==> src/rtl/pn_descrambler_par_if.sv <==
// Beat bus of the parallel PN descrambler: scrambled input beat with seed control,
// and the descrambled output beat with framing flags.
interface pn_descrambler_par_if #(
    parameter int DATA_W = 1,
    parameter int LFSR_W = 12
);
    logic              isop;
    logic              ival;
    logic [DATA_W-1:0] idat;
    logic              iseed_load;
    logic [LFSR_W-1:0] iseed;
    logic              ibypass;
    logic              oval;
    logic              osop;
    logic              oeop;
    logic [DATA_W-1:0] odat;
    logic              oerr;

    modport master (
        output isop, ival, idat, iseed_load, iseed, ibypass,
        input  oval, osop, oeop, odat, oerr
    );

    modport slave (
        input  isop, ival, idat, iseed_load, iseed, ibypass,
        output oval, osop, oeop, odat, oerr
    );
endinterface

==> src/rtl/pn_descrambler_par.sv <==
// Parallel LFSR descrambler for the DeFEC receive path (additive or self-synchronising),
// with packet framing, end-of-packet generation and framing-error pulses, one registered cycle of latency.
module pn_descrambler_par #(
    parameter int                LFSR_W      = 12,
    parameter logic [LFSR_W-1:0] POLY        = 12'h829,
    parameter logic [LFSR_W-1:0] SEED        = 12'hFFF,
    parameter int                DATA_W      = 1,
    parameter int                MODE        = 0,
    parameter int                PACK_LEN    = 1904,
    parameter int                AUTO_RESEED = 0
) (
    input logic                 iclk,
    input logic                 ireset,
    pn_descrambler_par_if.slave bus
);
    localparam int               BEATS       = PACK_LEN / DATA_W;
    localparam int               LAST        = BEATS - 32'sd1;
    localparam int               CNT_W       = (BEATS > 32'sd1) ? $clog2(BEATS) : 32'sd1;
    localparam logic [CNT_W-1:0] LAST_C      = CNT_W'(LAST);
    localparam logic [CNT_W-1:0] CNT_ONE     = CNT_W'(32'sd1);
    localparam bit               SELF_SYNC   = (MODE == 32'sd1);
    localparam bit               AUTO        = (AUTO_RESEED != 32'sd0);
    localparam bit               SINGLE_BEAT = (LAST == 32'sd0);

    if (((PACK_LEN % DATA_W) != 32'sd0) || (DATA_W < 32'sd1) || (DATA_W > 32'sd64) ||
        (LFSR_W < 32'sd2) || (LFSR_W > 32'sd32)) begin : g_bad_cfg
        $error("pn_descrambler_par: PACK_LEN must be a multiple of DATA_W, DATA_W in 1..64, LFSR_W in 2..32");
    end

    function automatic logic lfsr_fb(input logic [LFSR_W-1:0] s);
        return ^(s & POLY);
    endfunction

    logic [LFSR_W-1:0] r_lfsr;
    logic [LFSR_W-1:0] r_seed;
    logic [CNT_W-1:0]  r_cnt;
    logic              r_active;
    logic              r_seen;
    logic              r_oval;
    logic              r_osop;
    logic              r_oeop;
    logic              r_oerr;
    logic [DATA_W-1:0] r_odat;

    logic              w_sop;
    logic              w_at_last;
    logic              w_eop;
    logic              w_err;
    logic [LFSR_W-1:0] w_eff_seed;
    logic [LFSR_W-1:0] w_s;
    logic              w_fb;
    logic [DATA_W-1:0] w_desc;

    // Framing decode and DATA_W chained serial descrambler steps, first-in-time bit at the MSB.
    always_comb begin
        w_sop      = bus.ival && (bus.isop || (AUTO && !r_active));
        w_at_last  = r_active && (r_cnt == LAST_C);
        w_eff_seed = bus.iseed_load ? bus.iseed : r_seed;
        w_s        = (!SELF_SYNC && w_sop) ? w_eff_seed : r_lfsr;
        w_fb       = 1'b0;
        w_desc     = '0;
        for (int i = DATA_W - 1; i >= 0; i--) begin
            w_fb      = lfsr_fb(w_s);
            w_desc[i] = bus.idat[i] ^ w_fb;
            w_s       = SELF_SYNC ? {w_s[LFSR_W-2:0], bus.idat[i]} : {w_s[LFSR_W-2:0], w_fb};
        end
        if (!bus.ival) begin
            w_eop = 1'b0;
            w_err = 1'b0;
        end else if (w_sop) begin
            // An explicit SOP inside a packet is early; an implicit one errs only before any packet.
            w_eop = SINGLE_BEAT;
            w_err = bus.isop ? r_active : !r_seen;
        end else if (r_active) begin
            w_eop = w_at_last;
            w_err = 1'b0;
        end else begin
            w_eop = 1'b0;
            w_err = 1'b1;
        end
    end

    // LFSR, seed, packet counter and registered outputs.
    always_ff @(posedge iclk or negedge ireset) begin
        if (!ireset) begin
            r_lfsr   <= SEED;
            r_seed   <= SEED;
            r_cnt    <= '0;
            r_active <= 1'b0;
            r_seen   <= 1'b0;
            r_oval   <= 1'b0;
            r_osop   <= 1'b0;
            r_oeop   <= 1'b0;
            r_oerr   <= 1'b0;
            r_odat   <= '0;
        end else begin
            if (bus.iseed_load) begin
                r_seed <= bus.iseed;
            end
            if (bus.ival) begin
                r_lfsr <= w_s;
                r_odat <= bus.ibypass ? bus.idat : w_desc;
                if (w_sop) begin
                    r_active <= !SINGLE_BEAT;
                    r_cnt    <= SINGLE_BEAT ? '0 : CNT_ONE;
                    r_seen   <= 1'b1;
                end else if (w_at_last) begin
                    r_active <= 1'b0;
                    r_cnt    <= '0;
                end else if (r_active) begin
                    r_cnt <= r_cnt + CNT_ONE;
                end
            end
            r_oval <= bus.ival;
            r_osop <= w_sop;
            r_oeop <= w_eop;
            r_oerr <= w_err;
        end
    end

    assign bus.oval = r_oval;
    assign bus.osop = r_osop;
    assign bus.oeop = r_oeop;
    assign bus.oerr = r_oerr;
    assign bus.odat = r_odat;
endmodule

==> src/flat_wrapper.sv <==
// flat-port wrapper written by rule: the top's interface ports become plain ports
module pn_descrambler_par_flat 
#(
    parameter int                LFSR_W      = 12,
    parameter logic [LFSR_W-1:0] POLY        = 12'h829,
    parameter logic [LFSR_W-1:0] SEED        = 12'hFFF,
    parameter int                DATA_W      = 1,
    parameter int                MODE        = 0,
    parameter int                PACK_LEN    = 1904,
    parameter int                AUTO_RESEED = 0
)
  (iclk, ireset, bus_isop, bus_ival, bus_idat, bus_iseed_load, bus_iseed, bus_ibypass, bus_oval, bus_osop, bus_oeop, bus_odat, bus_oerr);
  pn_descrambler_par_if #(.DATA_W(DATA_W), .LFSR_W(LFSR_W)) bus_i ();
  input logic iclk;
  input logic ireset;
  input wire logic [$bits(bus_i.isop)-1:0] bus_isop;
  input wire logic [$bits(bus_i.ival)-1:0] bus_ival;
  input wire logic [$bits(bus_i.idat)-1:0] bus_idat;
  input wire logic [$bits(bus_i.iseed_load)-1:0] bus_iseed_load;
  input wire logic [$bits(bus_i.iseed)-1:0] bus_iseed;
  input wire logic [$bits(bus_i.ibypass)-1:0] bus_ibypass;
  output wire logic [$bits(bus_i.oval)-1:0] bus_oval;
  output wire logic [$bits(bus_i.osop)-1:0] bus_osop;
  output wire logic [$bits(bus_i.oeop)-1:0] bus_oeop;
  output wire logic [$bits(bus_i.odat)-1:0] bus_odat;
  output wire logic [$bits(bus_i.oerr)-1:0] bus_oerr;
  assign bus_i.isop = bus_isop;
  assign bus_i.ival = bus_ival;
  assign bus_i.idat = bus_idat;
  assign bus_i.iseed_load = bus_iseed_load;
  assign bus_i.iseed = bus_iseed;
  assign bus_i.ibypass = bus_ibypass;
  assign bus_oval = bus_i.oval;
  assign bus_osop = bus_i.osop;
  assign bus_oeop = bus_i.oeop;
  assign bus_odat = bus_i.odat;
  assign bus_oerr = bus_i.oerr;
  pn_descrambler_par #(.LFSR_W(LFSR_W), .POLY(POLY), .SEED(SEED), .DATA_W(DATA_W), .MODE(MODE), .PACK_LEN(PACK_LEN), .AUTO_RESEED(AUTO_RESEED)) u_core (.iclk(iclk), .ireset(ireset), .bus(bus_i));
endmodule
==> config.mk <==
export PLATFORM = sky130hd
export DESIGN_NAME = pn_descrambler_par_flat
export DESIGN_NICKNAME = d
export VERILOG_FILES = /design/src/rtl/pn_descrambler_par_if.sv /design/src/rtl/pn_descrambler_par.sv /design/src/flat_wrapper.sv
export SDC_FILE = /design/constraint.sdc
export NUM_CORES = 1
export LEC_CHECK = 0
export BUFFER_PORTS_ARGS = -buffer_cell sky130_fd_sc_hd__buf_2
export CAP_MARGIN = 20
export CORE_MARGIN = 3
export CORE_UTILIZATION = 55
export CTS_CLUSTER_SIZE = 28
export DETAILED_ROUTE_END_ITERATION = 10
export HOLD_SLACK_MARGIN = 0.02
export PLACE_DENSITY = 0.79
export SYNTH_ARGS = -nofsm -noshare
export SYNTH_HDL_FRONTEND = slang
export SYNTH_SLANG_ARGS = --single-unit
==> constraint.sdc <==
create_clock -name iclk -period 2.8 [get_ports iclk]
set_clock_uncertainty 0.1 [all_clocks]
set_input_delay 0.7 -clock iclk [delete_from_list [all_inputs] [get_ports iclk]]
set_output_delay 0.7 -clock iclk [all_outputs]
set_load 0.1 [all_outputs]
Yosys cells after proc, flatten, opt, wreduce, memory -nomap -nowiden --
Index checks and enable logic that the tools add are counted.
Storage, ports and cells: input port bits 19, register bits after elaboration 42, logic and storage cells 37, output and inout bits 5
Operators by class: bitwise logic cells 1, add/subtract/negate cells 1, equal/unequal tests 1, reductions and logical operators 9, mux-type cells 15
Operators with widths (number):
- 11-bit two-way mux | 3
- 12-bit two-way mux | 2
- 12-bit XOR reduction | 1
- 11-bit by 1-bit adder with 11-bit output (second input constant) | 1
- 11-bit == test (second input constant) | 1
- 1-bit two-way mux | 10
- 2-bit AND reduction | 3
- 3-bit nonzero test | 1
- 1-bit logical AND | 2
- 2-bit nonzero test | 1
- 1-bit zero test | 1
- 1-bit XOR | 1

Logic depth before layout (Yosys ltp) --
Gate-level depths: netlist of run 1.
word-level depth 5, mapped depth 8, depth with buffers taken out 7

Least setup slack after synthesis of run 1 --
No wires, ideal clock.
path kind input -> register, start point in bus_ival, end point reg u_core.r_odat, in the netlist u_core.bus.odat, required time 2618 ps, path slack 520 ps, stages on the path 8, path buffers 2, arrival time 2098 ps, library setup time 82 ps, cells stage by stage buf_6 and2_4 buf_6 mux2_4 xnor2_1 xnor2_1 or3_1 a31oi_1
Between the ends: longest elaborated chain between the ends 5
Ends and longest elaborated chain:
- start, declared | line flat_wrapper.sv:17 | input wire logic [$bits(bus_i.ival)-1:0] bus_ival;
- 1-bit logical AND | line pn_descrambler_par.sv:56 | w_sop = bus.ival && (bus.isop || (AUTO && !r_active));
- net u_core.w_sop | line pn_descrambler_par.sv:45 | logic w_sop;
- 12-bit two-way mux | line pn_descrambler_par.sv:59 | w_s = (!SELF_SYNC && w_sop) ? w_eff_seed : r_lfsr;
- 12-bit XOR reduction | line pn_descrambler_par.sv:31 | return ^(s & POLY);
- 1-bit XOR | line pn_descrambler_par.sv:64 | w_desc[i] = bus.idat[i] ^ w_fb;
- 1-bit two-way mux | line pn_descrambler_par.sv:102 | r_odat <= bus.ibypass ? bus.idat : w_desc;
- end signal, assigned | line pn_descrambler_par.sv:102
- end, declared | line pn_descrambler_par.sv:43 | logic [DATA_W-1:0] r_odat;
The timed path passes the listed nets, and every way through them passes these cells. A chain may end at the register's enable or synchronous reset.

Worst setup path in the final report of run 1 --
start point in bus_iseed_load, end point reg u_core.r_odat, in the netlist u_core.bus.odat
Between the ends: longest elaborated chain between the ends 5
Ends and longest elaborated chain:
- start, declared | line flat_wrapper.sv:19 | input wire logic [$bits(bus_i.iseed_load)-1:0] bus_iseed_load;
- 12-bit two-way mux | line pn_descrambler_par.sv:58 | w_eff_seed = bus.iseed_load ? bus.iseed : r_seed;
- net u_core.w_eff_seed[0] | line pn_descrambler_par.sv:49 | logic [LFSR_W-1:0] w_eff_seed;
- 12-bit two-way mux | line pn_descrambler_par.sv:59
- 12-bit XOR reduction | line pn_descrambler_par.sv:31
- 1-bit XOR | line pn_descrambler_par.sv:64
- 1-bit two-way mux | line pn_descrambler_par.sv:102
The timed path passes the listed nets, and every way through them passes these cells.

==> run_results.csv, run 1 <==
group,metric,value,unit
final_layout,final_util,0.644,
global_routing,grt_max_degree,42,
timing,worst_pin_slew,857,ps
die,ios,24,
place,portBuffers,23,
final_layout,stdcell_area,2180,µm²
power,power.density,683,nW/µm²
worst_setup_path,slowest_stage,"mux2_2",
worst_setup_path,rr_worst_depth,8,
worst_setup_path,critPathKind,"primary input to register",
timing,finalMaxSlewViolations,0,
worst_setup_path,crit_path_max_fanout,8,
route,drt_wl_total,3480,µm
synth,synth_top_area_frac,0.322,
clocking,post_cts_resized,0,
worst_setup_path,rrSetupSlack,700,ps
global_routing,grt_pass1_wl,5950,µm
place,placed_area,2100,µm²
clocking,clockBufferDepth,2,
worst_setup_path,endpoint_kind,"register",
synth,syn-instance-count,165,
route,ant_nets,0,
die,start_util,0.578,
die,die_area,4320,µm²
die,dieWidth,65.7,µm
synth,ys_ff_latch,41,
synth,synth_area_leaders,"dfstp_2 (32%), dfrtp_1 (22%), mux2i_1 (11%)",
global_routing,gr-total-overflow,0,
synth,synth_enable_flop_cells,0,
timing,relSlewSlack,0.429,
synth,yosysUniqueCellTypes,33,
worst_setup_path,critPathLaunch,"bus_iseed_load",
route,wire_per_inst,14.6,µm
synth,ys_seq_area_frac,0.539,
synth,dominantRegCellSynth,"dfstp_2",
clocking,clk_latency,360,ps
final_layout,antenna_cells,0,
global_routing,track_usage,0.187,
die,rows,21,
timing,grt_setup_unrepaired,"false",
route,vias_per_cell,5.31,
final_layout,stdcell_count,238,
clocking,cts_tree,"yes",
synth,synth-warning-count,0,
final_layout,area_growth,11.4,%
clocking,cts-buffers-inserted,5,
worst_setup_path,path_common_cell,"xnor2_1",
min_path,hp-class,"primary input to asynchronous set/reset pin",
clocking,clock-root-buffer,"clkbuf_4",
timing,period_share,0.779,
final_layout,drive_gt1_frac,0.385,
synth,synth_top_cell_by_area,"dfstp_2",
global_routing,grt_pass1_vias,1261,
route,drt-pass1-iter-count,4,
timing,setup_viol,0,
route,drc,0,
route,vias,1264,
worst_setup_path,start_kind,"primary input",
synth,synth_area,1960,µm²
status,outcome,"completed",
worst_setup_path,crit_path_max_incr_delay,370,ps
final_layout,layout.nets,211,
worst_setup_path,arrival,2360,ps
clocking,clk_pin_slew,120,ps
power,max-vdd-ir-drop,0.450,mV
worst_setup_path,rr_endpoint,"u_core.r_cnt[6]",
flow_run,cap_violations,0,
die,core,3390,µm²
clocking,cts.repair_timing.setup_buffer_count,0,
synth,synth_area_per_cell,11.9,µm²
place,post-dp-hpwl,2410,µm
timing,fin_crit,2180,ps
timing,finalHoldViolCount,0,
clocking,ctsHoldBuffers,0,
timing,whs,338,ps
place,place.gp.congestion,0.836,
worst_setup_path,crit_required,2970,ps
place,dp_cells,230,
clocking,htree_levels,2,
worst_setup_path,rr_startpoint,"u_core.r_cnt[0]",
clocking,cts_sinks,41,
synth,synth_nets,185,
worst_setup_path,crit_path_cell_trace,"buf_2 > mux2_2 > mux2_4 > xnor2_1 > xnor2_1 > or3_1 > a31oi_1",
power,p_leak,0.992,nW
timing,setup_tns,0,ps
route,drtIter0Drc,47,
timing,fmax,458,MHz
global_routing,antenna_found_initial,0,
die,dieHeight,65.7,µm
synth,synthArstFlopShare,1.00,
-- logic make-up (layout without fill, tap and decap cells) --
group / count (synthesis) / count (layout) / synth area share
DFF: 41 / 41 / 0.539
and+or+nand+nor: 35 / 35 / 0.0976
AOI/OAI and AO/OA: 21 / 21 / 0.0683
muxes: 35 / 35 / 0.190
buffers and inverters: 23 / 50 / 0.0593
adders and majority gates: 1 / 1 / 0.00638
xor gates and xnor gates: 9 / 9 / 0.0402
-- synthesized netlist by cell type, types with 2 or more instances --
cell       n
inv_1     15
mux2i_1   21
a21o_1     2
dfstp_2   24
dfrtp_1   17
a31oi_1    2
nor2_1    11
nor3b_1    4
a21oi_1    4
nand2_1    6
buf_6      4
o21ai_0    4
nor3_1     3
o22ai_1    4
xnor2_1    6
clkbuf_1   4
nand4_1    4
mux2_2    13
xor2_1     3
-- power breakdown --
part	internal, mW	switching [mW]
registers	0.738	0.0568
logic	0.136	0.192
clock network	0.178	0.191
-- how the worst max path moves through the flow --
| stage | end | slack [ps] | depth (start not counted) |
|---|---|---|---|
| after floorplan | u_core.bus.odat | 520 | 8 |
| after global placement | u_core.bus.odat | 360 | 7 |
| after detailed placement | u_core.bus.odat | 240 | 7 |
| after CTS | u_core.bus.odat | 630 | 7 |
| after global routing | u_core.r_cnt[6] | 520 | 8 |
| final | u_core.bus.odat | 620 | 7 |
-- layout by cell type (no fill, tap or decap), types with 2 or more instances in the layout --
cell,synthesis,final
clkbuf_4,0,5
mux2_2,13,13
a31oi_1,2,2
nor3b_1,4,4
inv_1,15,15
nand2_1,6,6
buf_2,0,23
o21ai_0,4,4
a21oi_1,4,4
buf_4,0,4
o22ai_1,4,4
nor3_1,3,3
a21o_1,2,2
xor2_1,3,3
xnor2_1,6,6
mux2i_1,21,21
dfstp_2,24,24
nor2_1,11,11
dfrtp_1,17,17
nand4_1,4,4
-- area by class of cell --
type | count | area, µm²
clock buffers | 8 | 80.1
repair buffers | 27 | 145
well taps | 46 | 57.6
flip-flops and latches | 41 | 1060
inverters | 15 | 56.3
multi-input cells | 101 | 788
fillers | 286 | 1210
-- state kept, by name (all words and copies together), names as in the netlist --
signal and count:
u_core.bus.osop 1, u_core.r_active 1, u_core.bus.odat 1, u_core.bus.oerr 1, u_core.r_cnt 11, u_core.r_lfsr 12, u_core.r_seed 12, u_core.bus.oeop 1
u_core.bus.oval 1
-- critical path, delay by kind of cell --
kind	cells	cell delay [ps]
mux	2	640
buf+inv	1	200
simple gates	1	320
compound gates	1	180
xor+xnor	2	310
-- metal layers --
layer	global-route usage	part of all wire
met2	0.309	0.52
met4	0.0674	0.014
met3	0.0581	0.039
met5	0	0
met1	0.228	0.43
-- metrics by stage --
stage / worst slack, ps / total power, mW
after floorplan: 520 / 1.05
after global placement: 355 / 1.12
after detailed placement: 244 / 1.14
after CTS: 627 / 1.51
after global routing: 520 / 1.58
final: 618 / 1.49
Power figures use the tool's default switching activity.
==> run 2, diff against run 1 <==
--- a/config.mk
+++ b/config.mk
@@ -8,11 +8,11 @@
 export BUFFER_PORTS_ARGS = -buffer_cell sky130_fd_sc_hd__buf_2
 export CAP_MARGIN = 20
 export CORE_MARGIN = 3
-export CORE_UTILIZATION = 55
+export CORE_UTILIZATION = 51
 export CTS_CLUSTER_SIZE = 28
 export DETAILED_ROUTE_END_ITERATION = 10
 export HOLD_SLACK_MARGIN = 0.02
-export PLACE_DENSITY = 0.79
+export PLACE_DENSITY = 0.77
 export SYNTH_ARGS = -nofsm -noshare
 export SYNTH_HDL_FRONTEND = slang
 export SYNTH_SLANG_ARGS = --single-unit
==> constraint.sdc (replaced) <==
create_clock -name iclk -period 1.75 [get_ports iclk]
set_clock_uncertainty 0.1 [all_clocks]
set_input_delay 0.4375 -clock iclk [delete_from_list [all_inputs] [get_ports iclk]]
set_output_delay 0.4375 -clock iclk [all_outputs]
set_load 0.1 [all_outputs]
==> run 2 against run 1 <==
Net effect:
- the flow now finishes with violations (negative setup slack)
- non-clock buffer count is 23 higher
- sequential share of layout area is 5.5 points lower
- via count rose by 11%
- clock power increased by 66%
- register-to-register slack lost 810 ps
- first-iteration DRC count increased by 100%
- worst setup slack worse by 720 ps
- utilization rose by 5.5 points
- routed wire length increased by 15%
- die area is 7.1% higher
- largest cell class unchanged
- highest routed layer unchanged
==> run_results.csv, run 2 (synthesis results as in run 1) <==
group,metric,value,unit
status,outcome,"finished, violations left",
status,failed_checks,"negative setup slack",
final_layout,drive_gt1_frac,0.526,
route,vias,1397,
final_layout,multi_input_area,878,µm²
worst_setup_path,cp_num_cells,6,
timing,fmax,539,MHz
timing,fin_crit,1860,ps
die,rows,21,
final_layout,antenna_cells,0,
clocking,clk_latency,300,ps
final_layout,mostFrequentLayoutCells,"buf_4 (26), dfstp_2 (24), buf_2 (22)",
place,dp_cells,247,
final_layout,largestRegisters,"u_core.r_lfsr (12), u_core.r_seed (12), u_core.r_cnt (11)",
final_layout,layout_commonest_cell,"buf_4",
worst_setup_path,critPathLaunch,"u_core.r_seed[0]",
route,ant_nets,0,
die,dieHeight,68.0,µm
flow_run,cap_violations,0,
clocking,cts-buffers-inserted,5,
route,drtIter0Drc,94,
worst_setup_path,start_kind,"register",
final_layout,area_growth,25.5,%
timing,setup_viol,2,
final_layout,stdcell_area,2460,µm²
route,drt-pass1-iter-count,4,
worst_setup_path,crit_path_cell_trace,"mux2_2 > mux2_4 > xnor2_2 > xnor2_1 > or3_1 > a31oi_1",
die,die_area,4620,µm²
timing,relSlewSlack,0.672,
route,drt_wl_total,4000,µm
global_routing,antenna_found_initial,0,
timing,setup_tns,-203,ps
global_routing,grt_pass1_vias,1409,
power,power.density,1040,nW/µm²
worst_setup_path,rr_startpoint,"u_core.r_seed[0]",
clocking,clockBufferDepth,2,
timing,fin_ws,-107,ps
worst_setup_path,rrSetupSlack,-110,ps
global_routing,track_usage,0.189,
route,vias_per_cell,5.35,
die,start_util,0.557,
worst_setup_path,rr_endpoint,"u_core.bus.odat",
die,ios,24,
route,drc,0,
power,max-vdd-ir-drop,0.740,mV
final_layout,layout.nets,234,
worst_setup_path,crit_required,1870,ps
clocking,clock-root-buffer,"clkbuf_8",
clocking,htree_levels,2,
worst_setup_path,slowest_stage,"dfstp_2",
timing,grt_setup_unrepaired,"true",
place,portBuffers,23,
place,dp_slack,-433,ps
timing,finalMaxSlewViolations,0,
worst_setup_path,crit_path_max_incr_delay,370,ps
min_path,hp-class,"primary input to asynchronous set/reset pin",
place,placed_area,2240,µm²
final_layout,regArea,1060,µm²
die,dieWidth,68.0,µm
route,wire_per_inst,15.3,µm
timing,period_share,1.06,
worst_setup_path,rr_worst_depth,6,
worst_setup_path,critPathKind,"register to register",
clocking,cts_sinks,41,
worst_setup_path,critPathBufInv,0,
clocking,clk_pin_slew,80,ps
place,post-dp-hpwl,2680,µm
global_routing,gr-total-overflow,0,
worst_setup_path,crit_path_max_fanout,2,
final_layout,stdcell_count,261,
timing,finalHoldViolCount,0,
worst_setup_path,path_delay_family,"multiplexers",
power,p_leak,1.14,nW
timing,worst_pin_slew,493,ps
worst_setup_path,endpoint_kind,"register",
worst_setup_path,endpoint,"u_core.bus.odat",
global_routing,grt_pass1_wl,6400,µm
global_routing,grt_max_degree,42,
clocking,cts_tree,"yes",
final_layout,fillers,258,
die,core,3520,µm²
worst_setup_path,arrival,1980,ps
place,place.gp.congestion,0.881,
[run 2: cell types whose count changed in the layout (fill, tap and decap cells not counted), sizes merged]
cell    previous run  this run
inv               15        16
buf               27        50
clkinv             0         2
clkbuf             8         5
[run 2: what timing repair did]
action	CTS	global route
endpoints found under the setup margin	2	8
pin swaps	3	17
buffers inserted	2	4
resized for setup	2	19
hold buffers	0	0
[run 2: area by class of cell]
class	count	area share
clock buffers	5	0.0280
clock inverters	3	0.00661
inverters	15	0.0229
flip-flops and latches	41	0.429
repair buffers	50	0.133
multi-input cells	101	0.357
well taps	46	0.0234
[run 2: report_power, final]
| part | switching, mW | internal, mW |
|---|---|---|
| clock network | 0.336 | 0.276 |
| logic | 0.365 | 0.324 |
| registers | 0.0841 | 1.18 |
[run 2: through the flow]
step,hold slack [ps],total power [mW],utilization
after floorplan,41.9,1.69,-
after global placement,352,1.87,0.637
after detailed placement,359,1.91,0.637
after CTS,108,2.53,0.668
after global routing,127,2.69,0.699
final,92.1,2.57,0.699
[run 2: routing by layer]
layer	vias up	track usage	wire, µm	share of wire
li1	665	-	-	-
met2	34	0.331	2040	0.51
met1	690	0.224	1700	0.42
met4	0	0.0620	84	0.021
met3	8	0.0509	176	0.044
met5	-	0	0	0
[run 2: worst reg2reg max path: cells and delay by family, from the launching register on]
kind	cells	cell delay, ps
DFF	1	370
muxes	2	540
and+or+nand+nor	1	310
xor gates and xnor gates	2	290
AOI/OAI and AO/OA	1	180
[run 2: how the worst min path moves through the flow]
stage | startpoint | slack (ps) | cells after the start | endpoint
6_report | ireset | 90 | 2 | u_core.r_cnt[4]
5_1_grt | ireset | 130 | 2 | u_core.bus.odat
4_1_cts | ireset | 110 | 2 | u_core.r_cnt[10]
3_5_place_dp | u_core.r_lfsr[8] | 360 | 2 | u_core.r_lfsr[8]
3_3_place_gp | u_core.r_lfsr[10] | 350 | 2 | u_core.r_lfsr[10]
2_1_floorplan | ireset | 40 | 0 | u_core.bus.odat
